`config.mk`:
```
export PLATFORM = sky130hd
export DESIGN_NAME = crt_timing_gen_flat
export DESIGN_NICKNAME = d
export VERILOG_FILES = /design/src/rtl/crt_timing_gen_if.sv /design/src/rtl/crt_timing_gen.sv /design/src/flat_wrapper.sv
export SDC_FILE = /design/constraint.sdc
export NUM_CORES = 1
export LEC_CHECK = 0
export ABC_AREA = 1
export CAP_MARGIN = 10
export CORE_MARGIN = 1
export CORE_UTILIZATION = 58
export CTS_CLUSTER_DIAMETER = 100
export DETAILED_ROUTE_END_ITERATION = 8
export PLACE_DENSITY_LB_ADDON = 0.25
export SLEW_MARGIN = 30
export SYNTH_ARGS = -nofsm -noshare
export SYNTH_HDL_FRONTEND = slang
export SYNTH_SLANG_ARGS = --single-unit
```
`constraint.sdc`:
```
create_clock -name Clock -period 5.4 [get_ports Clock]
set_input_delay 0.54 -clock Clock [delete_from_list [all_inputs] [get_ports Clock]]
set_output_delay 0.54 -clock Clock [all_outputs]
set_load 0.1 [all_outputs]
```
`src/rtl/crt_timing_gen_if.sv`:
```
// Video timing bus between crt_timing_gen (master) and the pixel/colour logic (slave).
// FrameCount exists only when CRT_FRAME_COUNT_EN is defined.
interface crt_timing_gen_if #(
  parameter int RES_W = 10
`ifdef CRT_FRAME_COUNT_EN
  , parameter int FRAME_W = 8
`endif
);

  logic             Enable;
  logic             PixelTick;
  logic             hsync;
  logic             vsync;
  logic             ActiveVideo;
  logic [RES_W-1:0] xpos;
  logic [RES_W-1:0] ypos;
  logic             LineEnd;
  logic             FrameStart;
`ifdef CRT_FRAME_COUNT_EN
  logic [FRAME_W-1:0] FrameCount;
`endif

  modport master (
    input  Enable,
    output PixelTick, hsync, vsync, ActiveVideo, xpos, ypos, LineEnd, FrameStart
`ifdef CRT_FRAME_COUNT_EN
    , output FrameCount
`endif
  );

  modport slave (
    output Enable,
    input  PixelTick, hsync, vsync, ActiveVideo, xpos, ypos, LineEnd, FrameStart
`ifdef CRT_FRAME_COUNT_EN
    , input FrameCount
`endif
  );

endinterface

```
`src/rtl/crt_timing_gen.sv`:
```
// Parametrised VGA/CRT timing generator with pixel-tick divider and line/frame strobes.
// Optional frame counter output enabled by defining CRT_FRAME_COUNT_EN.
module crt_timing_gen #(
  parameter int RES_W     = 10,
  parameter int H_ACTIVE  = 640,
  parameter int H_FP      = 16,
  parameter int H_SYNC    = 96,
  parameter int H_BP      = 48,
  parameter int V_ACTIVE  = 480,
  parameter int V_FP      = 10,
  parameter int V_SYNC    = 2,
  parameter int V_BP      = 33,
  parameter int CLK_DIV   = 4,
  parameter bit HSYNC_POL = 1'b0,
  parameter bit VSYNC_POL = 1'b0,
  parameter int FRAME_W   = 8
) (
  input  logic             Clock,
  input  logic             Reset,
  crt_timing_gen_if.master crt
);

  localparam int H_TOTAL = H_ACTIVE + H_FP + H_SYNC + H_BP;
  localparam int V_TOTAL = V_ACTIVE + V_FP + V_SYNC + V_BP;
  localparam int DIV_W   = (CLK_DIV > 1) ? $clog2(CLK_DIV) : 1;

  localparam logic [DIV_W-1:0] DIV_LAST   = DIV_W'(CLK_DIV - 1);
  localparam logic [RES_W-1:0] H_LAST     = RES_W'(H_TOTAL - 1);
  localparam logic [RES_W-1:0] V_LAST     = RES_W'(V_TOTAL - 1);
  localparam logic [RES_W-1:0] H_ACT_END  = RES_W'(H_ACTIVE);
  localparam logic [RES_W-1:0] V_ACT_END  = RES_W'(V_ACTIVE);
  localparam logic [RES_W-1:0] H_SYNC_BEG = RES_W'(H_ACTIVE + H_FP);
  localparam logic [RES_W-1:0] H_SYNC_END = RES_W'(H_ACTIVE + H_FP + H_SYNC);
  localparam logic [RES_W-1:0] V_SYNC_BEG = RES_W'(V_ACTIVE + V_FP);
  localparam logic [RES_W-1:0] V_SYNC_END = RES_W'(V_ACTIVE + V_FP + V_SYNC);

  // Parameter sanity checks, reported at elaboration.
  if (CLK_DIV < 1) begin : g_bad_div
    $error("crt_timing_gen: CLK_DIV must be >= 1");
  end
  if (H_ACTIVE < 1 || H_FP < 1 || H_SYNC < 1 || H_BP < 1) begin : g_bad_h
    $error("crt_timing_gen: horizontal active/porch/sync widths must be >= 1");
  end
  if (V_ACTIVE < 1 || V_FP < 1 || V_SYNC < 1 || V_BP < 1) begin : g_bad_v
    $error("crt_timing_gen: vertical active/porch/sync widths must be >= 1");
  end
  if (H_TOTAL >= (1 << RES_W) || V_TOTAL >= (1 << RES_W)) begin : g_bad_total
    $error("crt_timing_gen: H_TOTAL and V_TOTAL must be < 2**RES_W");
  end
  if (FRAME_W < 1) begin : g_bad_frame
    $error("crt_timing_gen: FRAME_W must be >= 1");
  end

  logic [DIV_W-1:0] div_q, div_d;
  logic [RES_W-1:0] h_q, h_d;
  logic [RES_W-1:0] v_q, v_d;
  logic             tick;

  logic             hs_q, hs_d;
  logic             vs_q, vs_d;
  logic             av_q, av_d;
  logic             fs_q, fs_d;
  logic [RES_W-1:0] x_q, x_d;
  logic [RES_W-1:0] y_q, y_d;
  logic             h_vis, v_vis;

  // Registered outputs are decoded from the next counts so they describe
  // the counters they are loaded alongside, with no added latency.
  always_comb begin
    tick  = crt.Enable && (div_q == DIV_LAST);
    div_d = div_q;
    h_d   = h_q;
    v_d   = v_q;

    if (crt.Enable) begin
      div_d = tick ? '0 : div_q + DIV_W'(1);
    end

    if (tick) begin
      if (h_q == H_LAST) begin
        h_d = '0;
        v_d = (v_q == V_LAST) ? '0 : v_q + RES_W'(1);
      end else begin
        h_d = h_q + RES_W'(1);
      end
    end

    h_vis = (h_d < H_ACT_END);
    v_vis = (v_d < V_ACT_END);
    av_d  = h_vis && v_vis;
    x_d   = av_d ? h_d : '0;
    y_d   = av_d ? v_d : '0;
    hs_d  = ((h_d >= H_SYNC_BEG) && (h_d < H_SYNC_END)) ? HSYNC_POL : ~HSYNC_POL;
    vs_d  = ((v_d >= V_SYNC_BEG) && (v_d < V_SYNC_END)) ? VSYNC_POL : ~VSYNC_POL;
    fs_d  = tick && (h_d == '0) && (v_d == '0);
  end

  always_ff @(posedge Clock) begin
    if (Reset) begin
      div_q <= '0;
      h_q   <= H_LAST;
      v_q   <= V_LAST;
      hs_q  <= ~HSYNC_POL;
      vs_q  <= ~VSYNC_POL;
      av_q  <= 1'b0;
      x_q   <= '0;
      y_q   <= '0;
      fs_q  <= 1'b0;
    end else begin
      div_q <= div_d;
      h_q   <= h_d;
      v_q   <= v_d;
      hs_q  <= hs_d;
      vs_q  <= vs_d;
      av_q  <= av_d;
      x_q   <= x_d;
      y_q   <= y_d;
      fs_q  <= fs_d;
    end
  end

  assign crt.PixelTick   = tick;
  assign crt.LineEnd     = tick && (h_q == H_LAST);
  assign crt.hsync       = hs_q;
  assign crt.vsync       = vs_q;
  assign crt.ActiveVideo = av_q;
  assign crt.xpos        = x_q;
  assign crt.ypos        = y_q;
  assign crt.FrameStart  = fs_q;

`ifdef CRT_FRAME_COUNT_EN
  logic [FRAME_W-1:0] fc_q;

  // Counts on the edge that raises FrameStart, so frame 1 reads 1 throughout.
  always_ff @(posedge Clock) begin
    if (Reset) begin
      fc_q <= '0;
    end else if (fs_d) begin
      fc_q <= fc_q + FRAME_W'(1);
    end
  end

  assign crt.FrameCount = fc_q;
`endif

endmodule

```
`src/flat_wrapper.sv`:
```
// flat-port wrapper written by rule: the top's interface ports become plain ports
module crt_timing_gen_flat 
#(
  parameter int RES_W     = 10,
  parameter int H_ACTIVE  = 640,
  parameter int H_FP      = 16,
  parameter int H_SYNC    = 96,
  parameter int H_BP      = 48,
  parameter int V_ACTIVE  = 480,
  parameter int V_FP      = 10,
  parameter int V_SYNC    = 2,
  parameter int V_BP      = 33,
  parameter int CLK_DIV   = 4,
  parameter bit HSYNC_POL = 1'b0,
  parameter bit VSYNC_POL = 1'b0,
  parameter int FRAME_W   = 8
)
  (Clock, Reset, crt_Enable, crt_PixelTick, crt_hsync, crt_vsync, crt_ActiveVideo, crt_xpos, crt_ypos, crt_LineEnd, crt_FrameStart);
  crt_timing_gen_if #(.RES_W(RES_W)) crt_i ();
  input  logic Clock;
  input  logic Reset;
  input wire logic [$bits(crt_i.Enable)-1:0] crt_Enable;
  output wire logic [$bits(crt_i.PixelTick)-1:0] crt_PixelTick;
  output wire logic [$bits(crt_i.hsync)-1:0] crt_hsync;
  output wire logic [$bits(crt_i.vsync)-1:0] crt_vsync;
  output wire logic [$bits(crt_i.ActiveVideo)-1:0] crt_ActiveVideo;
  output wire logic [$bits(crt_i.xpos)-1:0] crt_xpos;
  output wire logic [$bits(crt_i.ypos)-1:0] crt_ypos;
  output wire logic [$bits(crt_i.LineEnd)-1:0] crt_LineEnd;
  output wire logic [$bits(crt_i.FrameStart)-1:0] crt_FrameStart;
  assign crt_i.Enable = crt_Enable;
  assign crt_PixelTick = crt_i.PixelTick;
  assign crt_hsync = crt_i.hsync;
  assign crt_vsync = crt_i.vsync;
  assign crt_ActiveVideo = crt_i.ActiveVideo;
  assign crt_xpos = crt_i.xpos;
  assign crt_ypos = crt_i.ypos;
  assign crt_LineEnd = crt_i.LineEnd;
  assign crt_FrameStart = crt_i.FrameStart;
  crt_timing_gen #(.RES_W(RES_W), .H_ACTIVE(H_ACTIVE), .H_FP(H_FP), .H_SYNC(H_SYNC), .H_BP(H_BP), .V_ACTIVE(V_ACTIVE), .V_FP(V_FP), .V_SYNC(V_SYNC), .V_BP(V_BP), .CLK_DIV(CLK_DIV), .HSYNC_POL(HSYNC_POL), .VSYNC_POL(VSYNC_POL), .FRAME_W(FRAME_W)) u_core (.Clock(Clock), .Reset(Reset), .crt(crt_i));
endmodule
```
==> impl_metrics.csv <==
group,metric,value,unit
finish,final_nets,312,
logic_synthesis,synth_area_leaders,"dfxtp_1 43%, nand2_1 11%, nor2_2 6.5%",
route,first_pass_iters,5,
setup_path,rrSetupSlack,2940,ps
route,antenna_left,0,
power,power_density,247,mW/mm2
logic_synthesis,syn_avg_cell_area,7.70,um2
finish,regArea,921,um2
cts,clkSinkCount,46,
cts,cts_tree,"done",
setup_path,endpoint_kind,"output pin",
setup_path,rr_endpoint,"u_core.crt.xpos[2]",
cts,clk_path_buf_depth,2,
floorplanning,fp.dieW,62.4,um
logic_synthesis,netlist_instances,275,
floorplanning,die_area,0.00390,mm2
route,vias,1762,
logic_synthesis,yosys_register_bits,46,
route,routed_via_density,5.01,
logic_synthesis,syn_nets,282,
finish,postLayoutCoreUtil,0.730,
placement,dpl.hpwl,3.10,mm
route,drt_iter0_drc,88,
cts,clk-insertion-delay-late,350,ps
logic_synthesis,ys_types,30,
power,total_leakage_power,1.12,nW
route,drcViolationCount,0,
timing,fin_crit_sh,0.596,
setup_path,path_max_fanout,9,
placement,post_dp_cell_area,0.00241,mm2
route,routedWlPerCell,11.5,um
cts,cts_resized,0,
logic_synthesis,synth_top_area_share,0.435,
global_route,grt_usage,0.230,
logic_synthesis,ys_warn_count,0,
outcome,status,"completed",
cts,clockRootBuffer,"clkbuf_4",
power,ir_drop,177,uV
flow_run,max_cap_violations,0,
logic_synthesis,yosys.area.top_type,"dfxtp_1",
setup_path,worstPathArrival,2680,ps
setup_path,r2r.worst_path.cells,9,
floorplanning,core_area,0.00342,mm2
timing,tightestPinTransition,965,ps
finish,fin_cells,352,
finish,multi_input_area,0.00102,mm2
finish,design_area,0.00249,mm2
timing,whs,564,ps
setup_path,r2r-start,"u_core.div_q[0]",
cts,ctsHoldBuffers,0,
timing,setup_viol,0,
setup_path,crit_end,"crt_LineEnd",
placement,port-buffer-count,28,
route,wirelength,4.06,mm
global_route,antenna_found_initial,0,
placement,place_inst,344,
finish,final_cell_mix,"62 x nand2_1, 46 x dfxtp_1, 36 x nor2_1",
timing,final.setup.tns,0,ps
cts,path_clk_slew,130,ps
floorplanning,die_y,62.4,um
timing,timing.fmax,311,MHz
hold_path,hold_path.class,"reg2reg",
cts,htreeDepth,2,
finish,diodes,0,
finish,layout.cells.most_common,"nand2_1",
floorplanning,placementRows,21,
placement,place.gp.congestion,0.908,
floorplanning,io_pins,29,
floorplanning,start_util,0.620,
timing,period_minus_slack,3220,ps
setup_path,crit_path_start,"u_core.h_q[0]",
global_route,grt_pass1_wl,7.10,mm
setup_path,worst_ep_required_time,4860,ps
timing,skew,7.19,ps
cts,postCtsSetupRepairBufs,0,
setup_path,critical_path_class,"reg2out",
finish,area_growth,17.7,%
setup_path,start_kind,"register",
global_route,grt_pass1_vias,1620,
finish,fillers,270,
finish,drive_gt1_frac,0.167,
global_route,overflow,0,
timing,max-slew-margin-rel,0.354,
timing,hold_viol,0,
logic_synthesis,synth_seq_area_share,0.435,
cts,cts_buffers,5,
logic_synthesis,synth_area,0.00212,mm2
timing,rsz0062_at_grt,"false",
global_route,grt_max_degree,21,
timing,drv_slew,0,
==> worst min-delay path by stage <==
| stage | depth (start not counted) | to | startpoint | slack (ps) |
|---|---|---|---|---|
| global placement | 2 | u_core.div_q[1] | u_core.div_q[1] | 520 |
| CTS | 2 | u_core.div_q[1] | u_core.div_q[1] | 560 |
| floorplan | 2 | u_core.div_q[1] | u_core.div_q[1] | 490 |
| finish | 2 | u_core.div_q[1] | u_core.div_q[1] | 560 |
| detailed placement | 2 | u_core.div_q[1] | u_core.div_q[1] | 530 |
| global route | 2 | u_core.div_q[1] | u_core.div_q[1] | 600 |
==> sequential cells by signal (all words and copies together) (netlist names) <==
signal,flops
u_core.h_q,10
u_core.crt.FrameStart,1
u_core.div_q,2
u_core.crt.xpos,10
u_core.crt.vsync,1
u_core.crt.ActiveVideo,1
u_core.crt.ypos,10
u_core.crt.hsync,1
u_core.v_q,10
==> final cells by class <==
cell class                 count  area share
clock inverter                 2      0.0151
sequential                    46       0.369
clock buffer                   6      0.0166
multi-input combinational    189       0.411
timing repair buffer          28       0.112
tap                           46      0.0231
inverter                      35      0.0527
==> synthesized netlist by cell type <==
cell type   n
ha_1        4
a21boi_0    1
nor2_4      2
or2_2       1
inv_2       2
a21oi_1     2
nand3_2     5
o21ai_0     6
nand2_4     1
nand3_1    17
clkinv_1    1
xor2_1      4
nand2_1    62
conb_1      1
nand4_1     8
nor3_1      3
o21bai_2    1
nand4_2     1
buf_6       3
dfxtp_1    46
nand2_2     6
xnor2_1     1
o21a_1      1
inv_1      32
nor2_1     36
nor2_8      2
clkbuf_1    2
nand3_4     1
nor2_2     22
a31oi_1     1
==> critical path: stages, from the launching register on <==
cell and delay (ps):
dfxtp_1 400, ha_1 200, nand2_2 100, nor2_8 160
nand3_4 140, nor2_8 180, clkdlybuf4s50_1 1150
==> report_power, final <==
group	switching, W	total, W	internal, W
Sequential	0.00000439	0.000349	0.000345
Combinational	0.0000463	0.0000654	0.0000192
Clock	0.000104	0.000201	0.0000977
==> kinds of logic after synthesis <==
family,count (synthesis),share of synthesized area
AO/OA/AOI/OAI,12,0.0343
adder cells (fa/ha/maj),4,0.0236
buffers and inverters,40,0.0816
XOR/XNOR,5,0.0207
flip-flops,46,0.435
AND/OR/NAND/NOR,167,0.403
other,1,0.00177
==> per-layer routing <==
| layer | up-vias | global-route usage | routed length (um) |
|---|---|---|---|
| met5 | - | 0 | 0 |
| met4 | 0 | 0.0698 | 39 |
| met3 | 5 | 0.0511 | 247 |
| met2 | 58 | 0.365 | 1920 |
| met1 | 786 | 0.313 | 1860 |
| li1 | 913 | - | - |
==> stage by stage <==
| step | total power (W) | setup slack [ps] |
|---|---|---|
| floorplan | 0.000408 | 3310 |
| global placement | 0.000420 | 2250 |
| detailed placement | 0.000421 | 2250 |
| CTS | 0.000621 | 2170 |
| global route | 0.000648 | 2040 |
| finish | 0.000616 | 2180 |
(Power assumes the default switching activity.)
